===== src/rtl/uart_case_ctrl.sv =====
// uart_case_ctrl: sequencer between UART RX and UART TX for the case converter.
// Received bytes are queued in a small FIFO, case-converted according to mode
// when popped, and handed to the transmitter with a start/busy handshake.
// Optional feature macro: UART_CC_CRLF_EN (send 0x0A after every popped 0x0D).
module uart_case_ctrl #(
  parameter int FIFO_DEPTH  = 16,
  parameter int ACK_TIMEOUT = 15
) (
  input  logic                          clk,
  input  logic                          rst_n,
  input  logic [7:0]                    rx_data,
  input  logic                          rx_valid,
  input  logic [1:0]                    mode,
  input  logic                          tx_busy,
  output logic [7:0]                    tx_data,
  output logic                          tx_start,
  output logic [$clog2(FIFO_DEPTH):0]   fifo_level,
  output logic                          overflow,
  output logic                          idle
);

  localparam int AW = $clog2(FIFO_DEPTH);
  localparam int LW = AW + 1;
  localparam int TW = $clog2(ACK_TIMEOUT + 1);

`ifdef UART_CC_CRLF_EN
  typedef enum logic [2:0] {
    ST_IDLE      = 3'd0,
    ST_START     = 3'd1,
    ST_WAIT_ACK  = 3'd2,
    ST_WAIT_DONE = 3'd3,
    ST_LF_PEND   = 3'd4
  } state_t;
`else
  typedef enum logic [2:0] {
    ST_IDLE      = 3'd0,
    ST_START     = 3'd1,
    ST_WAIT_ACK  = 3'd2,
    ST_WAIT_DONE = 3'd3
  } state_t;
`endif

  // Case conversion of one byte; only the ASCII letter ranges are touched.
  function automatic logic [7:0] case_conv(input logic [7:0] b, input logic [1:0] m);
    logic       is_lower;
    logic       is_upper;
    logic [7:0] r;
    is_lower = (b >= 8'h61) && (b <= 8'h7A);
    is_upper = (b >= 8'h41) && (b <= 8'h5A);
    case (m)
      2'b00:   r = b;
      2'b01:   r = is_lower ? (b - 8'h20) : b;
      2'b10:   r = is_upper ? (b + 8'h20) : b;
      2'b11:   r = is_lower ? (b - 8'h20) : (is_upper ? (b + 8'h20) : b);
      default: r = b;
    endcase
    return r;
  endfunction

  logic [7:0]    mem_r [FIFO_DEPTH];
  logic [AW-1:0] wr_ptr_r;
  logic [AW-1:0] rd_ptr_r;
  logic [LW-1:0] level_r;
  logic [LW-1:0] level_nxt_s;
  logic          rx_prev_r;
  logic          overflow_r;
  logic [7:0]    tx_data_r;
  logic          tx_start_r;
  logic          idle_r;
  state_t        state_r;
  state_t        state_nxt_s;
  state_t        done_nxt_s;
  logic [TW-1:0] timer_r;
  logic [TW-1:0] timer_nxt_s;
  logic          push_s;
  logic          push_ok_s;
  logic          pop_s;
  logic          load_lf_s;
  logic          empty_s;
  logic          full_s;
  logic [7:0]    head_s;
  logic [7:0]    conv_s;
`ifdef UART_CC_CRLF_EN
  logic          cr_pend_r;
`endif

  assign push_s  = rx_valid & ~rx_prev_r;
  assign empty_s = (level_r == {LW{1'b0}});
  assign full_s  = (level_r == LW'(FIFO_DEPTH));
  assign head_s  = mem_r[rd_ptr_r];
  assign conv_s  = case_conv(head_s, mode);

  // Push acceptance and next occupancy; a pop frees room for a same-cycle push when full.
  always_comb begin
    push_ok_s = push_s & (~full_s | pop_s);
    if (push_ok_s && !pop_s) begin
      level_nxt_s = level_r + LW'(1);
    end else if (pop_s && !push_ok_s) begin
      level_nxt_s = level_r - LW'(1);
    end else begin
      level_nxt_s = level_r;
    end
  end

  // Where a finished byte goes next: straight to IDLE, or via LF_PEND after a CR.
  always_comb begin
`ifdef UART_CC_CRLF_EN
    if (cr_pend_r) begin
      done_nxt_s = ST_LF_PEND;
    end else begin
      done_nxt_s = ST_IDLE;
    end
`else
    done_nxt_s = ST_IDLE;
`endif
  end

  // Handshake FSM next-state logic; pop only when TX is free and data is queued.
  always_comb begin
    state_nxt_s = state_r;
    timer_nxt_s = timer_r;
    pop_s       = 1'b0;
    load_lf_s   = 1'b0;
    case (state_r)
      ST_IDLE: begin
        if (!empty_s && !tx_busy) begin
          pop_s       = 1'b1;
          state_nxt_s = ST_START;
        end else begin
          state_nxt_s = ST_IDLE;
        end
      end
      ST_START: begin
        timer_nxt_s = {TW{1'b0}};
        state_nxt_s = ST_WAIT_ACK;
      end
      ST_WAIT_ACK: begin
        if (tx_busy) begin
          state_nxt_s = ST_WAIT_DONE;
        end else if (timer_r == TW'(ACK_TIMEOUT)) begin
          state_nxt_s = done_nxt_s;
        end else begin
          timer_nxt_s = timer_r + TW'(1);
        end
      end
      ST_WAIT_DONE: begin
        if (!tx_busy) begin
          state_nxt_s = done_nxt_s;
        end else begin
          state_nxt_s = ST_WAIT_DONE;
        end
      end
`ifdef UART_CC_CRLF_EN
      ST_LF_PEND: begin
        if (!tx_busy) begin
          load_lf_s   = 1'b1;
          state_nxt_s = ST_START;
        end else begin
          state_nxt_s = ST_LF_PEND;
        end
      end
`endif
      default: begin
        state_nxt_s = ST_IDLE;
      end
    endcase
  end

  // FIFO storage; data words need no reset, occupancy is tracked separately.
  always_ff @(posedge clk) begin
    if (push_ok_s) begin
      mem_r[wr_ptr_r] <= rx_data;
    end
  end

  // FIFO pointers, occupancy, rx_valid edge history and sticky overflow flag.
  always_ff @(posedge clk or negedge rst_n) begin
    if (!rst_n) begin
      wr_ptr_r   <= {AW{1'b0}};
      rd_ptr_r   <= {AW{1'b0}};
      level_r    <= {LW{1'b0}};
      rx_prev_r  <= 1'b0;
      overflow_r <= 1'b0;
    end else begin
      rx_prev_r <= rx_valid;
      level_r   <= level_nxt_s;
      if (push_ok_s) begin
        wr_ptr_r <= wr_ptr_r + AW'(1);
      end
      if (pop_s) begin
        rd_ptr_r <= rd_ptr_r + AW'(1);
      end
      if (push_s && full_s && !pop_s) begin
        overflow_r <= 1'b1;
      end
    end
  end

  // FSM state, ack timer and the registered transmitter-facing outputs.
  always_ff @(posedge clk or negedge rst_n) begin
    if (!rst_n) begin
      state_r    <= ST_IDLE;
      timer_r    <= {TW{1'b0}};
      tx_data_r  <= 8'h00;
      tx_start_r <= 1'b0;
      idle_r     <= 1'b1;
    end else begin
      state_r    <= state_nxt_s;
      timer_r    <= timer_nxt_s;
      tx_start_r <= (state_r == ST_START);
      idle_r     <= (level_nxt_s == {LW{1'b0}}) && (state_nxt_s == ST_IDLE);
      if (pop_s) begin
        tx_data_r <= conv_s;
      end else if (load_lf_s) begin
        tx_data_r <= 8'h0A;
      end
    end
  end

`ifdef UART_CC_CRLF_EN
  // Remembers that the byte in flight was a CR so an LF follows it.
  always_ff @(posedge clk or negedge rst_n) begin
    if (!rst_n) begin
      cr_pend_r <= 1'b0;
    end else if (pop_s) begin
      cr_pend_r <= (conv_s == 8'h0D);
    end else if (load_lf_s) begin
      cr_pend_r <= 1'b0;
    end
  end
`endif

  assign tx_data    = tx_data_r;
  assign tx_start   = tx_start_r;
  assign fifo_level = level_r;
  assign overflow   = overflow_r;
  assign idle       = idle_r;

endmodule


===== config.mk =====
export PLATFORM = sky130hd
export DESIGN_NAME = uart_case_ctrl
export DESIGN_NICKNAME = d
export VERILOG_FILES = /design/src/rtl/uart_case_ctrl.sv
export SDC_FILE = /design/constraint.sdc
export NUM_CORES = 1
export LEC_CHECK = 0
export BUFFER_PORTS_ARGS = -buffer_cell sky130_fd_sc_hd__buf_2
export CORE_MARGIN = 8
export CORE_UTILIZATION = 50
export CTS_BUF_LIST = sky130_fd_sc_hd__clkbuf_4
export CTS_CLUSTER_DIAMETER = 60
export CTS_CLUSTER_SIZE = 30
export DETAILED_ROUTE_END_ITERATION = 8
export PLACE_DENSITY = 0.69
export REMOVE_ABC_BUFFERS = 1
export SKIP_CTS_REPAIR_TIMING = 1
export SYNTH_ARGS = -nofsm -noshare
export SYNTH_HDL_FRONTEND = slang
export SYNTH_SLANG_ARGS = --single-unit
export TNS_END_PERCENT = 10

===== constraint.sdc =====
create_clock -name clk -period 3.9 [get_ports clk]
set_input_delay 0.39 -clock clk [delete_from_list [all_inputs] [get_ports clk]]
set_output_delay 0.39 -clock clk [all_outputs]
set_load 0.1 [all_outputs]

==> metrics list, run 1 <==
- Outcome: completed
- Power density of the placed cells: 732 nW/um^2
- Via count of the first global-routing pass: 3633
* Most frequent cells after synthesis: edfxtp_1 (128), nand2_1 (39), dfrtp_1 (31), and2_1 (17), mux4_2 (17)
* Number of port buffers: 29
* Count of pins over their slew limit: 0
* Antenna diode count: 0
* CTS root buf: clkbuf_4
* Met1 layer wirelength in the final routing: 5340 um
- Later-pin clock latency in the skew report: 0.54 ns
* Top Ports: 30
- Together, buffers and inverters on the worst path number 2.
- Synthesized flop and latch total: 160
- For the worst flop-to-flop path, the logic depth is 10.
- In the final design database the tool counted 459 nets.
* Nature of the critical path startpoint: flop
* Max H-tree Level: 4
- Summed over all cells, the static leakage comes to 2.66 nW.
- Crit path time final: 3.01 ns
* Cell depth of the worst setup path: 10
- From left edge to right edge, the die measures 132 um.
- The first global-routing pass estimated 19800 um of wire.
- Max-cap violations: 0
- Worst-path maximum fanout: 32
* Clock buffers created by TritonCTS: 17
- Standard cell with the maximum stage delay on the critical path: mux4_1
- Endpoint kind of the worst setup timing path: flop
- The floorplan has 42 rows.
- Number of endpoints with negative hold slack in the final report: 0
- During synthesis, Yosys emitted a total of 0 warnings.
- For this run, the top clock speed supported by timing is 0.332 GHz.
- # DRC: 0
* Post-detailed-routing wire length: 12400 um
- Synthesized instance count: 393
- For the pin with the worst max-slew slack, the measured transition is 0.721 ns.
- In the global route stage, overall resource usage came out at 0.152.
- Maximum vdd ir drop: 0.308 mV
* Post-Place Cells: 588
- Top layer reached by signal wires: met4
- Entering global routing, the biggest net connects 35 pins.
- Measured against its own limit, the worst slew margin works out to 0.520.
- Setup violations, final: 0
- Cell area after technology mapping: 6690 um^2
- Routed length per instance: 19.9 um
- Setup repair after global routing left no endpoint under its margin.
- In the post-route analysis, the smallest setup slack over all paths is 0.889 ns.
- TritonCTS built the clock tree.
- Number of synthesized flops with an enable pin: 128
- Once layout is complete, the cells apart from fillers number 622.
- On the worst path, the slowest cell contributes a delay of 0.58 ns.
* Clock skew: 0.0149 ns
* DR vias/cell: 5.61
* Data required time at the worst endpoint: 4.35 ns
- Number of antenna violations at the first check in global routing: 0
- Proportion of netlist area held by the largest area contributor: 0.575
- Post-Place Worst Slack: 0.900 ns
* Length of the first detailed-routing pass in iterations: 4
- Sequential-to-total area share from yosys stat: 0.695
- Routability-driven placement finished with a final weighted congestion of 0.769.
* DR vias: 3488
- Detailed route wirelength on metal2: 6040 um
* Initial drt markers: 251
- Walking the worst path, the cells encountered are buf_12 > mux4_1 > a22oi_1 > nand2_1 > inv_1 > ha_1 > nand4_1 > a2bb2oi_1 > or4b_1 > a22o_1.
- Clock input transition at the sequential cells of the worst setup and hold paths: 0.12 ns
- Classification of the worst setup path: flop to flop
* Syn Area/Cell: 17.0 um^2
- Die Footprint: 17300 um^2
- From synthesis to final layout, the design area changed by 9.43%.
- The worst hold path passes through 3 cells.
- Dominant synthesized flop cell: edfxtp_1
- Family with the most delay on the worst path: simple AND/OR/NAND/NOR gates
* Initial core utilization: 0.509
* Unique cell type count in the Yosys netlist: 54
* Async set or reset register ratio after synthesis: 0.200
- Global routing finished with a remaining overflow of 0.
- Post-route setup TNS: 0 ns
- Post-synth top area cell: edfxtp_1
* Data arrival, critical path: 3.46 ns
* Final Cycle Share: 0.772
* Maximum root-to-sink buffer count: 2
- Post-route ant nets: 0
* Floorplan core area: 13100 um^2
- Detailed placement ended at an HPWL of 8080 um.
- By instance count, the leading cell after synthesis is edfxtp_1.
- Die H: 132 um
- Clock sink count: 160
* Dominant cells by area after synthesis: edfxtp_1 (57%), dfrtp_1 (12%), mux4_1 (5.9%), mux4_2 (5.7%), ha_1 (2.2%)
- Of the cells placed in the final design, the portion with a size suffix greater than 1 is 0.195.
* Hold WC Path Type: input port to flop
- Met3 wire length: 683 um
-- worst min-delay path: stages --
cell,delay (ns)
buf_2,0.12
inv_1,0.06
o21ai_0,0.08
-- area by class of cell --
| cell class | count | area [um^2] |
|---|---|---|
| clock inverters | 12 | 143 |
| repair buffers | 34 | 200 |
| clock buffers | 20 | 150 |
| flip-flops and latches | 160 | 4650 |
| fillers | 1086 | 5820 |
| inverters | 13 | 48.8 |
| multi-input cells | 207 | 1910 |
| well taps | 176 | 220 |
-- sequential cells by signal (all words and copies together) (netlist names) --
signal	flops
mem_r	128
idle	1
state_r	3
rd_ptr_r	4
tx_data	8
rx_prev_r	1
tx_start	1
timer_r	4
fifo_level	5
wr_ptr_r	4
overflow	1
-- placed cells by master, fill, tap and decap left out, types with 4 or more instances in the layout --
cell type	instances
mux4_1	15
buf_2	29
o21ai_0	6
inv_1	13
nand3_1	4
nor2_1	14
dfrtp_1	31
clkbuf_4	20
a22oi_1	9
mux2i_1	4
and3_1	6
nand2_1	39
nor3_1	8
xnor2_1	10
and2_1	17
nand4_1	6
mux4_2	17
edfxtp_1	128
ha_1	12
-- through the flow --
step / cell area, um^2 / hold WS (ns) / power (mW) / utilization
2_1_floorplan: 6600 / 0.0944 / 3.88 / -
3_3_place_gp: 7000 / 0.440 / 4.35 / 0.533
3_5_place_dp: 7000 / 0.449 / 4.40 / 0.533
4_1_cts: 7300 / -0.127 / 5.40 / 0.555
5_1_grt: 7320 / 0.111 / 5.65 / 0.557
6_report: 7320 / 0.151 / 5.36 / 0.557
-- routing by layer --
layer / global-route usage / up-vias
met2: 0.242 / 85
li1: - / 1624
met5: 0 / -
met3: 0.0492 / 25
met4: 0.0753 / 0
met1: 0.184 / 1754
-- power breakdown --
group / total [mW] / internal (mW) / switching (mW)
clock network: 1.00 / 0.458 / 0.547
registers: 2.23 / 2.05 / 0.175
logic: 2.13 / 0.725 / 1.40
-- worst paths after layout --
path,from,end,slack [ns]
hold / removal,tx_busy,state_r[0]$_DFF_PN0_,0.15
setup reg to reg,rd_ptr_r[0]$_DFFE_PN0N_,tx_data[6]$_DFFE_PN0N_,0.89
hold reg to reg,overflow$_DFFE_PN0P_,overflow$_DFFE_PN0P_,0.47
setup / recovery,rd_ptr_r[0]$_DFFE_PN0N_,tx_data[6]$_DFFE_PN0N_,0.89
max in group asynchronous,rst_n,wr_ptr_r[0]$_DFFE_PN0P_,3.01
min in group asynchronous,rst_n,tx_data[7]$_DFFE_PN0N_,0.42
-- logic make-up after synthesis --
logic type	count (synthesis)	share of synthesized area
AO/OA/AOI/OAI	39	0.0430
XOR/XNOR	11	0.0144
multiplexers	38	0.126
other	1	0.000561
flip-flops	160	0.695
AND/OR/NAND/NOR	106	0.0795
adder cells (fa/ha/maj)	12	0.0225
buffers and inverters	26	0.0196
(Power assumes the default switching activity.)
==> run 2, diff against run 1 <==
--- a/config.mk
+++ b/config.mk
@@ -12,7 +12,7 @@
 export CTS_CLUSTER_DIAMETER = 60
 export CTS_CLUSTER_SIZE = 30
 export DETAILED_ROUTE_END_ITERATION = 8
-export PLACE_DENSITY = 0.69
+export PLACE_DENSITY = 0.72
 export REMOVE_ABC_BUFFERS = 1
 export SKIP_CTS_REPAIR_TIMING = 1
 export SYNTH_ARGS = -nofsm -noshare
==> constraint.sdc (replaced) <==
create_clock -name clk -period 2.6 [get_ports clk]
set_input_delay 0.26 -clock clk [delete_from_list [all_inputs] [get_ports clk]]
set_output_delay 0.26 -clock clk [all_outputs]
set_load 0.1 [all_outputs]
==> run 2 against run 1 <==
The run now ends with negative setup slack left. Clock skew up 0.0050 ns. Sequential power up 50%. Critical endpoint unchanged. Largest power group is now combinational logic. Combinational power up 94%. Global-route usage up 0.75 points. Clock power up 57%. Wire length up 7.5%. Largest cell class unchanged. Count of clock-buffer cells in the layout down 2. Cell count up 8.7%.
==> metrics list, run 2 (synthesized netlist as in run 1, its figures left out) <==
- The core box area came to 13100 um^2 (unchanged).
* Register ranked first by flip-flop count: mem_r
* Post-route setup TNS: -0.309 ns (-0.309 ns)
- Power density of the placed cells: 1150 nW/um^2 (+57%)
- Outcome: complete, but fails checks
* Routed length per instance: 19.7 um (-1.1%)
- Horizontal die dimension: 132 um (unchanged)
* Setup violations, final: 3 (+3)
- The maximum clock insertion buffer count is 2 (unchanged).
- The slowest stage of the critical path belongs to the cell mux4_2.
- GR Overflow Total: 0 (unchanged)
- Number of cells on the worst hold path: 3 (unchanged)
- The via count of the first global-routing pass came to 3980 (+9.6%).
* RSZ-0062 raised after global routing: yes
- Number of endpoints with negative hold slack in the final report: 0 (unchanged)
- The tightest hold margin came to 0.0319 ns (-0.119 ns).
- The TritonCTS sink count was 160 (unchanged).
- Data required time at the worst endpoint: 3.06 ns (-1.29 ns)
- The final wirelength was 13300 um (+7.5%).
- Leaving out fill and tap cells, the most frequent cells in the layout are edfxtp_1 (128), buf_4 (50), nand2_1 (34).
- Leaving out fill and tap cells, the most frequent cell in the layout is edfxtp_1.
- The antenna diode count was 0 (unchanged).
- Detailed placement HPWL: 9060 um (+12%)
- CTS root buf: clkbuf_4
- Count of pins over their slew limit: 0 (unchanged)
- The pin count of the biggest net entering global routing was 33 (-5.7%).
- The starting DRC count in detailed routing was 301 (+20%).
* Nature of the critical path startpoint: flop
* # DRC: 0 (unchanged)
- The CTS clock-pin slew for the worst setup and hold paths was 0.14 ns (+0.02 ns).
* Achievable Freq: 0.359 GHz (+8.2%)
- STA classifies the critical path endpoint as a flop.
- DR vias/cell: 5.55 (-0.97%)
* Classification of the worst setup path: flop to flop
- Total Nets Final: 513 (+12%)
* Initial core utilization: 0.509 (unchanged)
* Length of the first detailed-routing pass in iterations: 6 (+2)
* Length in cells of the worst reg-to-reg path: 10 (unchanged)
* Slowest cell delay on critical path: 0.49 ns (-0.09 ns)
* Share of final-layout standard cells stronger than drive strength 1: 0.350 (+0.155)
- Pleak: 2.95 nW (+11%)
- TritonCTS clock tree: done
- The maximum clock skew at final layout is 0.0199 ns (+0.00499 ns).
- Crit path time final: 2.78 ns (-0.229 ns)
- Die Footprint: 17300 um^2 (unchanged)
- The total I/O pin count was 30 (unchanged).
* All-Layer GR Usage: 0.160 (+0.00747)
- The detailed-route via count is 3754 (+7.6%).
* Clock buffers created by TritonCTS: 17 (unchanged)
* Max-cap violations: 0 (unchanged)
- Hold WC Path Type: input port to flop
- The height of the chip is 132 um (unchanged).
- The number of buffers and inverters on the critical path was 2 (unchanged).
- The global-route wire length before repair is 21300 um (+7.8%).
- Standard-cell rows: 42 (unchanged)
* Series of cell instances along the critical path: buf_12 > buf_12 > mux4_2 > nand2_1 > and4_1 > nand3_2 > a21o_1 > a2bb2oi_2 > or4b_4 > a22o_1
* Violations in the final reports: negative setup slack
* Post-route ant nets: 0 (unchanged)
- The flip-flop count of the largest register, all copies and words added was 128 (unchanged).
- The worst path arrival time is 3.24 ns (-0.22 ns).
- Number of port buffers: 29 (unchanged)
- Family with the most delay on the worst path: simple AND/OR/NAND/NOR gates
- By instance count, the cell type seen most on the critical path is buf_12.
* Number of antenna violations at the first check in global routing: 0 (unchanged)
- Cell depth of the worst setup path: 10 (unchanged)
- The worst-margin pin slew came to 0.736 ns (+0.0154 ns).
- Area growth from synthesis to layout: 17.8%
- The largest vdd supply drop is 0.417 mV (+35%).
- The worst-case register-to-register setup slack is -0.18 ns (-1.07 ns).
- Slew headroom: 0.509 (-0.0103)
* Final GP Congestion: 0.795 (+3.4%)
- Later-pin clock latency in the skew report: 0.55 ns (about the same)
- The worst-path maximum fanout is 8 (-75%).
- The post-route fraction of the period consumed by the critical path was 1.07 (+0.298).
- The count of H-tree levels built during CTS came to 4 (unchanged).
* Setup slack after layout: -0.182 ns (-1.07 ns)
==> run 2: cell count changes in the layout (fill, tap and decap cells not counted), moves of 4 or more <==
| cell | before | now |
|---|---|---|
| buf_4 | 2 | 50 |
| a22oi_1 | 9 | 0 |
| a22oi_2 | 1 | 10 |
| mux4_1 | 15 | 7 |
| mux4_2 | 17 | 25 |
| nand2_1 | 39 | 34 |
| nand2_2 | 1 | 6 |
| clkinv_4 | 1 | 5 |
==> run 2: layout make-up <==
cell class	count	area, um^2
fillers	969	5260
flip-flops and latches	160	4650
multi-input cells	207	1970
repair buffers	88	668
well taps	176	220
clock inverters	14	183
clock buffers	18	135
inverters	13	48.8
==> run 2: routing by layer <==
metal	track usage	vias to the layer above	part of all wire
met4	0.0772	0	0.030
met3	0.0408	35	0.060
met5	0	-	0
met1	0.190	1870	0.40
li1	-	1724	-
met2	0.266	125	0.51
==> run 2: power breakdown <==
part | switching [mW] | internal (mW)
registers | 0.266 | 3.08
clock network | 0.878 | 0.694
logic | 2.37 | 1.77
total | 3.51 | 5.54
==> run 2: final timing paths <==
path / startpoint / end
min reg2reg: overflow$_DFFE_PN0P_ / overflow$_DFFE_PN0P_
min: tx_busy / state_r[0]$_DFF_PN0_
min in group asynchronous: rst_n / tx_data[6]$_DFFE_PN0N_
max reg2reg: rd_ptr_r[0]$_DFFE_PN0N_ / tx_data[6]$_DFFE_PN0N_
max: rd_ptr_r[0]$_DFFE_PN0N_ / tx_data[6]$_DFFE_PN0N_
max in group asynchronous: rst_n / rd_ptr_r[0]$_DFFE_PN0N_
==> run 2: worst reg2reg max path: cells and delay by family (launching register included) <==
kind            cells  cell delay [ns]
simple gates        4             0.94
compound gates      3             0.53
mux                 1             0.49
buf+inv             2             0.29
flops               1             0.46
==> run 2: per-stage QoR <==
stage               std cells  power (mW)  worst slack [ns]  instance area (um^2)  utilization
finish                    676        9.06            -0.182                  7880        0.599
global placement          634        7.05            -0.177                  7390        0.562
global route              676        9.54            -0.285                  7880        0.599
floorplan                 380        5.82            -0.808                  6600            -
detailed placement        634        7.15            -0.286                  7390        0.562
CTS                       666        8.73            -0.303                  7700        0.586
==> run 3, diff against run 2 <==
==> constraint.sdc (replaced) <==
create_clock -name clk -period 2.54 [get_ports clk]
set_input_delay 0.254 -clock clk [delete_from_list [all_inputs] [get_ports clk]]
set_output_delay 0.254 -clock clk [all_outputs]
set_load 0.1 [all_outputs]
==> run 3 against run 2 <==
Sequential power is 2% higher. First-iteration DRC count is 24% higher. Largest cell class unchanged. Die area stayed put. The flow still finishes with violations (negative setup slack). Highest routed layer unchanged. Non-clock buffer count is 4 higher. Largest power group unchanged. Critical endpoint unchanged. Sequential cell count stayed put.
==> metrics list, run 3 (synthesized netlist as in run 1, its figures left out) <==
- Routed length per instance: 19.8 um (+0.34%)
- Start point of the worst hold path: rx_data[7]
- GR Overflow Total: 0 (unchanged)
* Maximum vdd ir drop: 0.513 mV (+23%)
- Startpoint of the worst register-to-register path: rd_ptr_r[0]$_DFFE_PN0N_
- The reported leakage power was 3.01 nW (+1.9%).
* Proportion of power drawn by flip-flops and latches: 0.360 (-0.009)
- The post-route fraction of the period consumed by the critical path is 1.13 (+0.0597).
- Length of the first detailed-routing pass in iterations: 5 (-1)
* Post-route design area: 8020 um^2 (+1.9%)
- Count of pins over their slew limit: 0 (unchanged)
- The cell count of the worst reg-to-reg path is 10 (unchanged).
- Register-to-register setup slack: -0.33 ns (-0.15 ns)
- Setup repair after global routing could not meet its margin everywhere.
- Series of cell instances along the critical path: clkbuf_16 > buf_12 > mux4_1 > a22oi_1 > nand2_2 > nor3_1 > nand2_1 > and3_4 > or4b_4 > a22o_1
- The share of cells above drive strength 1 is 0.345 (-0.00476).
- The worst setup slack after layout came to -0.330 ns (-0.147 ns).
- Outcome: complete, but fails checks
- Number of cells on the worst hold path: 1 (-2)
- The count of H-tree levels built during CTS is 4 (unchanged).
- The TritonCTS sink count was 160 (unchanged).
* Nature of the critical path startpoint: flop
- The endpoint identified for the worst register-to-register timing path is tx_data[6]$_DFFE_PN0N_.
* Commonest cells after routing, fill and taps aside: edfxtp_1 (128), buf_4 (43), nand2_1 (34)
- Final worst hold slack: 0.0522 ns (+0.0203 ns)
* Slowest cell delay on critical path: 0.55 ns (+0.06 ns)
* Classification of the worst setup path: flop to flop
* Final Core Density: 0.611 (+0.0111)
- Standard cell with the maximum stage delay on the critical path: mux4_1
- Setup violations, final: 3 (unchanged)
- TritonCTS clock tree: done
* Wire length of the first global-routing pass: 20400 um (-4.4%)
- The horizontal extent of the die came to 132 um (unchanged).
* # DRC: 0 (unchanged)
- Clock input transition at the sequential cells of the worst setup and hold paths: 0.14 ns (about the same)
- Crit path time final: 2.87 ns (+0.0874 ns)
- Slew at the pin closest to its max-slew limit: 0.725 ns (-0.0106 ns)
- The total I/O pin count was 30 (unchanged).
* Family with the most delay on the worst path: simple AND/OR/NAND/NOR gates
* Die Footprint: 17300 um^2 (unchanged)
- Register ranked first by flip-flop count: mem_r
- The pin count of the biggest net entering global routing came to 33 (unchanged).
* Net switching component of the power: 3.69 mW (+4.9%)
- The starting DRC count in detailed routing is 373 (+24%).
* DR vias: 3833 (+2.1%)
- The floorplan row count was 42 (unchanged).
- The checks that failed: negative setup slack.
- The number of buffers and inverters on the critical path came to 2 (unchanged).
- The root buffer cell chosen for the clock tree is clkbuf_4.
- Post-Place Worst Slack: -0.326 ns (-0.0403 ns)
- The achievable clock frequency came to 0.348 GHz (-3.0%).
- The initial core utilization is 0.509 (unchanged).
- Part of the power in combinational logic: 0.481 (+0.024)
- The switching share of power was 0.390 (+0.00219).
- The hold violation total from the final report is 0 (unchanged).
- The clock insertion delay at the later pin of the skew report is 0.56 ns (about the same).
- The height of the chip came to 132 um (unchanged).
- Maximum root-to-sink buffer count: 2 (unchanged)
- Endpoint kind of the worst setup timing path: flop
* Area growth from synthesis to layout: 20.0%
- The flip-flop count of the largest register, all copies and words added was 128 (unchanged).
- Internal Power: 5.76 mW (+3.9%)
- Number of antenna violations at the first check in global routing: 1 (+1)
- Slew headroom: 0.516 (+0.00705)
* Power density of the placed cells: 1180 nW/um^2 (+2.4%)
- The CTS buffer count was 17 (unchanged).
* Post-route ant nets: 0 (unchanged)
- The total routing resource utilization after global routing came to 0.153 (-0.00626).
- The library cell used most frequently in the layout, excluding fill and tap cells, is edfxtp_1.
- The worst hold path terminates at mem_r[9][7]$_DFFE_PP_.
- The portion of total power attributed to the clock network was 0.159 (-0.015).
* Post-DP Area: 7500 um^2 (+1.6%)
* Hold WC Path Type: input port to flop
* Final GP Congestion: 0.800 (+0.60%)
* Floorplan core area: 13100 um^2 (unchanged)
- Number of port buffers: 29 (unchanged)
- The number of maximum-capacitance violations was 0 (unchanged).
- The final layout net count was 517 (+0.78%).
- The final HPWL from detailed placement was 8810 um (-2.9%).
- The via count of the first global-routing pass came to 3770 (-5.3%).
- The maximum clock skew at final layout came to 0.0210 ns (+0.00107 ns).
- Data arrival, critical path: 3.34 ns (+0.10 ns)
- The final wirelength is 13500 um (+1.1%).
* Worst-path maximum fanout: 5 (-3)
* DR vias/cell: 5.63 (+1.4%)
* Data required time at the worst endpoint: 3.01 ns (-0.05 ns)
==> run 3: changes by cell type in the layout (fill, tap and decap cells not counted), sizes merged <==
cell,delta
inv,+3
clkinv,-1
dlygate4sd3,+1
diode,+1
buf,+2
bufinv,-1
==> run 3: per-layer routing <==
layer  global-route usage  up-vias  share of wire
met5                    0        -              0
met1                0.183     1922           0.41
met3               0.0431       34          0.068
met2                0.255      137           0.50
met4               0.0670        0          0.028
li1                     -     1740              -
==> run 3: worst max-delay path by stage <==
stage	startpoint	to	slack (ns)	depth (start not counted)
after floorplan	rd_ptr_r[0]$_DFFE_PN0N_	tx_data[6]$_DFFE_PN0N_	-0.87	9
after global placement	rd_ptr_r[0]$_DFFE_PN0N_	tx_data[6]$_DFFE_PN0N_	-0.29	9
after detailed placement	rd_ptr_r[0]$_DFFE_PN0N_	tx_data[6]$_DFFE_PN0N_	-0.33	9
after CTS	rd_ptr_r[0]$_DFFE_PN0N_	tx_data[6]$_DFFE_PN0N_	-0.36	9
after global routing	rd_ptr_r[0]$_DFFE_PN0N_	tx_data[6]$_DFFE_PN0N_	-0.44	13
final	rd_ptr_r[0]$_DFFE_PN0N_	tx_data[6]$_DFFE_PN0N_	-0.33	10
==> run 3: stage by stage <==
stage          power [mW]  std cells  TNS (ns)
6_report             9.45        681    -0.773
3_3_place_gp         7.29        636    -0.441
3_5_place_dp         7.39        636    -0.542
5_1_grt              9.89        681     -1.17
2_1_floorplan        5.96        380     -4.47
4_1_cts              8.88        668    -0.752
==> run 3: power by group through the flow <==
stage | sequential (mW) | combinational, mW | clock, mW
global placement | 3.42 | 3.88 | 0
global route | 3.44 | 4.83 | 1.62
finish | 3.40 | 4.54 | 1.50
floorplan | 4.38 | 1.58 | 0
detailed placement | 3.44 | 3.95 | 0
CTS | 3.38 | 3.97 | 1.53
==> run 3: final cells by class <==
| class | count | area, um^2 |
|---|---|---|
| sequential | 160 | 4650 |
| clock buffer | 17 | 128 |
| multi-input combinational | 207 | 1980 |
| clock inverter | 15 | 156 |
| inverter | 13 | 48.8 |
| timing repair buffer | 92 | 840 |
| tap | 176 | 220 |
| antenna | 1 | 2.50 |
| fill | 927 | 5120 |
==> run 3: worst register-to-register path, stage by stage, from the launching register on <==
cell and delay, ns:
dfrtp_2 0.48, clkbuf_16 0.17, buf_12 0.12, mux4_1 0.55, a22oi_1 0.21, nand2_2 0.11, nor3_1 0.20, nand2_1 0.10
and3_4 0.19, or4b_4 0.47, a22o_1 0.18
